<file path="src/rtl/ahb_rom_bridge.sv">
// ahb_rom_bridge: AHB-Lite slave in front of a synchronous 32-bit memory.
// Define AHB_ROM_BRIDGE_WRITE_EN for buffered writes; without it every write gets a two-cycle ERROR.
module ahb_rom_bridge #(
   parameter int AW = 14
) (
   input  logic          HCLK,
   input  logic          HRESETn,
   input  logic          HSEL,
   input  logic [AW-1:0] HADDR,
   input  logic [1:0]    HTRANS,
   input  logic [2:0]    HSIZE,
   input  logic          HWRITE,
   input  logic [31:0]   HWDATA,
   input  logic          HREADY,
   output logic          HREADYOUT,
   output logic          HRESP,
   output logic [31:0]   HRDATA,
   input  logic [31:0]   SRAMRDATA,
   output logic [AW-3:0] SRAMADDR,
   output logic [31:0]   SRAMWDATA,
   output logic [3:0]    SRAMWEN,
   output logic          SRAMCS
);
   logic          acc, rd_acc, wr_acc, rd_phase;
   logic [AW-3:0] rd_addr;
   logic [31:0]   rd_word;
   // Gating with HRESETn keeps the memory port quiet while reset is held.
   assign acc    = HSEL & HREADY & HTRANS[1] & HRESETn;
   assign rd_acc = acc & ~HWRITE;
   assign wr_acc = acc & HWRITE;
   always_ff @(posedge HCLK or negedge HRESETn)
      if (!HRESETn) begin
         rd_phase <= 1'b0;
         rd_addr  <= '0;
      end else begin
         rd_phase <= rd_acc;
         if (rd_acc) rd_addr <= HADDR[AW-1:2];
      end
   assign HRDATA = rd_phase ? rd_word : 32'h0;
`ifdef AHB_ROM_BRIDGE_WRITE_EN
   logic          wr_phase, buf_pend, drain, hit, unused;
   logic [AW-3:0] wr_addr, buf_addr;
   logic [3:0]    wr_mask, buf_mask, mask;
   logic [31:0]   buf_data;
   assign unused = HTRANS[0];
   always_comb
      mask = HSIZE == 3'b000 ? 4'b0001 << HADDR[1:0] :
             HSIZE == 3'b001 ? (HADDR[1] ? 4'b1100 : 4'b0011) : 4'b1111;
   // A read owns the port; the buffered write waits for the next free cycle.
   assign drain = buf_pend & ~rd_acc;
   always_ff @(posedge HCLK or negedge HRESETn)
      if (!HRESETn) begin
         wr_phase <= 1'b0;
         wr_addr  <= '0;
         wr_mask  <= '0;
         buf_pend <= 1'b0;
         buf_addr <= '0;
         buf_mask <= '0;
         buf_data <= '0;
      end else begin
         wr_phase <= wr_acc;
         if (wr_acc) begin
            wr_addr <= HADDR[AW-1:2];
            wr_mask <= mask;
         end
         if (wr_phase) begin
            buf_pend <= 1'b1;
            buf_addr <= wr_addr;
            buf_mask <= wr_mask;
            buf_data <= HWDATA;
         end else if (drain) buf_pend <= 1'b0;
      end
   assign hit = buf_pend & (rd_addr == buf_addr);
   always_comb begin
      rd_word = SRAMRDATA;
      for (int i = 0; i < 4; i++)
         if (hit && buf_mask[i]) rd_word[8*i +: 8] = buf_data[8*i +: 8];
   end
   assign SRAMCS    = rd_acc | drain;
   assign SRAMADDR  = rd_acc ? HADDR[AW-1:2] : buf_addr;
   assign SRAMWEN   = drain ? buf_mask : 4'b0000;
   assign SRAMWDATA = buf_data;
   assign HREADYOUT = 1'b1;
   assign HRESP     = 1'b0;
`else
   typedef enum logic [1:0] {IDLE, ERR1, ERR2} state_t;
   state_t state, state_nx;
   logic   unused;
   assign unused = ^{HTRANS[0], HSIZE, HWDATA, HADDR[1:0]};
   always_ff @(posedge HCLK or negedge HRESETn)
      if (!HRESETn) state <= IDLE;
      else state <= state_nx;
   always_comb state_nx = state == ERR1 ? ERR2 : wr_acc ? ERR1 : IDLE;
   always_comb begin
      HREADYOUT = state != ERR1;
      HRESP     = state != IDLE;
   end
   assign rd_word   = SRAMRDATA;
   assign SRAMCS    = rd_acc;
   assign SRAMADDR  = HADDR[AW-1:2];
   assign SRAMWEN   = 4'b0000;
   assign SRAMWDATA = 32'h0;
`endif
endmodule

</file>
<file path="config.mk">
export PLATFORM = sky130hd
export DESIGN_NAME = ahb_rom_bridge
export DESIGN_NICKNAME = d
export VERILOG_FILES = /design/src/rtl/ahb_rom_bridge.sv
export SDC_FILE = /design/constraint.sdc
export NUM_CORES = 1
export LEC_CHECK = 0
export ABC_AREA = 1
export BUFFER_PORTS_ARGS = -buffer_cell sky130_fd_sc_hd__buf_2
export CAP_MARGIN = 20
export CORE_AREA = 4 4 64 66
export DETAILED_ROUTE_END_ITERATION = 8
export DIE_AREA = 0 0 68 70
export PLACE_DENSITY = 0.84
export SLEW_MARGIN = 20
export SYNTH_ARGS = -nofsm -noshare
export SYNTH_HDL_FRONTEND = slang
export SYNTH_SLANG_ARGS = --single-unit
</file>
<file path="constraint.sdc">
create_clock -name HCLK -period 2 [get_ports HCLK]
set_input_delay 0.2 -clock HCLK [delete_from_list [all_inputs] [get_ports HCLK]]
set_output_delay 0.2 -clock HCLK [all_outputs]
set_load 0.1 [all_outputs]
</file>
==> results.md <==
* Endpoints failing hold at 0
* Core area at 0.00358 mm2
* Worst-path cell chain: dlygate4sd3_1 -> buf_2 -> nand2_1 -> inv_1 -> nand2_1 -> nor2_1 -> buf_2
* CTS tree: built
* Clock H-tree levels at 1
* Initial cell density of the core at 21.3%
* Fin cells at 241
* Fmax at 556 MHz
* Largest net degree at the start of global routing at 33
* Skew-Pair Late Insertion Delay at 0.23 ns
* Clk sink count at 3
* RSZ-0062 raised after global routing: false
* Clk_skew at 0.0000364 ns
* # DRC at 0
* Global Route Usage Sum at 7.70%
* Synth cell types at 8
* Commonest cells after routing, fill and taps aside: buf_2 (40), nand2_1 (37), inv_1 (36), conb_1 (36), buf_12 (32)
* GP Congestion at 0.622
* # resized after CTS at 0
* Post-synthesis sequential area ratio at 9.87%
* Share of layout cells above drive strength 1 at 39.9%
* Vias at 814
* Max VDD drop at 0.445 mV
* WP data required at 1.80 ns
* Syn. warnings at 0
* HP Class: input port to flip-flop
* I/O Buffers at 72
* Clock-pin slew on the worst setup and hold paths at 0.04 ns
* Most common cell after layout, fill and taps aside: buf_2
* Cells after Synth at 131
* Synth Area per Inst at 5.81 um2
* Die extent in y at 70 um
* Die area at 0.00476 mm2
* Critical path class: input port to primary output
* Worst path arrival time at 1.60 ns
* Antenna Cells at 0
* Setup violators final at 0
* Worst-case clock buffer depth at 2
* First-pass GRT wire length at 2940 um
* Highest routed metal layer: met4
* Critical Path Slowest Stage Cell: dlygate4sd3_1
* Io pins at 171
* Design Area, Final at 0.00144 mm2
* Final TNS setup at 0 ns
* Leakage power total at 0.987 nW
* Final Routed Wirelength at 2280 um
* Placed Area at 0.00141 mm2
* Number of fill cells in the layout at 348
* Initial DRT Pass Iterations at 4
* FF+latch count, synth at 3
* Detailed placer's ending HPWL at 2080 um
* FP Rows at 22
* Pins Over Slew Limit at 0
* CP endpoint kind: primary output
* Startpoint types: input port
* WHS Path Cells at 2
* CP Max Fanout at 4
* Die X at 68 um
* Vias in the first global route at 716
* Max-cap check violation count at 0
* Max incr delay on CP at 0.53 ns
* Initial antenna violation count at 0
* Met2 Routed Length at 1220 um
* Placed Instances at 236
* M1 WL at 529 um
* Synth-to-Final Area Change at 89.6%
* Final net count at 282
* Synthesized area at 761 um2
* DRT iter0 DRCs at 26
* Pwr dens at 416 mW/mm2
* CTS buffer count at 3
* Met3 routed WL at 498 um
* Clock root buffer: clkbuf_4
* Final cycle utilization of the critical path at 90.0%
* Avg WL per Cell at 9.46 um
* Final min period at 1.80 ns
* Worst Reg-to-Reg Cells at 4
* Final antenna-violating net count at 0
* Vias per inst at 3.38
* Status: completed
* GR Overflow Total at 0
==> kinds of logic after synthesis <==
kind of cell | share of synthesized area [%]
buffers and inverters | 69.6
other | 0.493
and+or+nand+nor | 20.1
DFF | 9.87
==> timing repair <==
action | in CTS | in global routing
endpoints found under the hold margin | 3 | 0
buffers inserted | 0 | 0
hold buffers | 1 | 0
==> critical path: cells and delay by family <==
| kind | cells | cell delay (ns) |
|---|---|---|
| and+or+nand+nor | 3 | 0.25 |
| buffers and inverters | 4 | 1.15 |
==> registers in the layout, indices dropped and copies added, names as in the netlist <==
signal,count
state,2
rd_phase,1
==> routing by layer <==
layer  vias to the layer above  global-route usage [%]
met5                         -                       0
met4                         0                    2.87
met3                         6                    3.05
met2                        68                    16.2
met1                       347                    5.58
li1                        393                       -
==> cells in the mapped netlist <==
cell type  number  area (um2)
buf_4          48         360
buf_6           3        33.8
conb_1          1        3.75
dfrtp_1         3        75.1
inv_1          36         135
nand2_1        37         139
nor2_1          2        7.51
or2_2           1        6.26
==> final timing paths <==
path | from | endpoint | slack, ns
max | HRESETn | SRAMCS | 0.20
min | HWRITE | rd_phase$_DFF_PN0_ | 0.15
max reg2reg | state[1]$_DFF_PN0_ | state[0]$_DFF_PN0_ | 1.30
min reg2reg | state[0]$_DFF_PN0_ | state[1]$_DFF_PN0_ | 0.50
max in group asynchronous | HRESETn | rd_phase$_DFF_PN0_ | 1.57
min in group asynchronous | HRESETn | state[1]$_DFF_PN0_ | 0.31
==> cell type report <==
type,instances,area [um2],share of cell area [%]
Clock buffer,4,26.3,1.82
Tap cell,48,60.1,4.16
Timing Repair Buffer,74,858,59.5
Sequential cell,3,75.1,5.20
Multi-Input combinational cell,76,288,19.9
Inverter,36,135,9.37
==> through the flow <==
stage               utilization [%]  power, mW  setup slack [ns]  hold slack, ns
finish                         40.3      0.600             0.200           0.146
global placement               39.3      0.490             0.747         0.00549
detailed placement             39.3      0.493             0.740         0.00658
global route                   40.3      0.624            0.0890           0.146
CTS                            40.3      0.603             0.203           0.139
floorplan                         -      0.592             0.122         -0.0956
==> power by group <==
group	total, mW	internal (mW)	switching (mW)
Sequential	0.0624	0.0620	0.000357
Clock	0.105	0.0747	0.0307
Combinational	0.433	0.0550	0.378
Total	0.600	0.192	0.409
No activity file was read; power rests on OpenSTA's default activity.
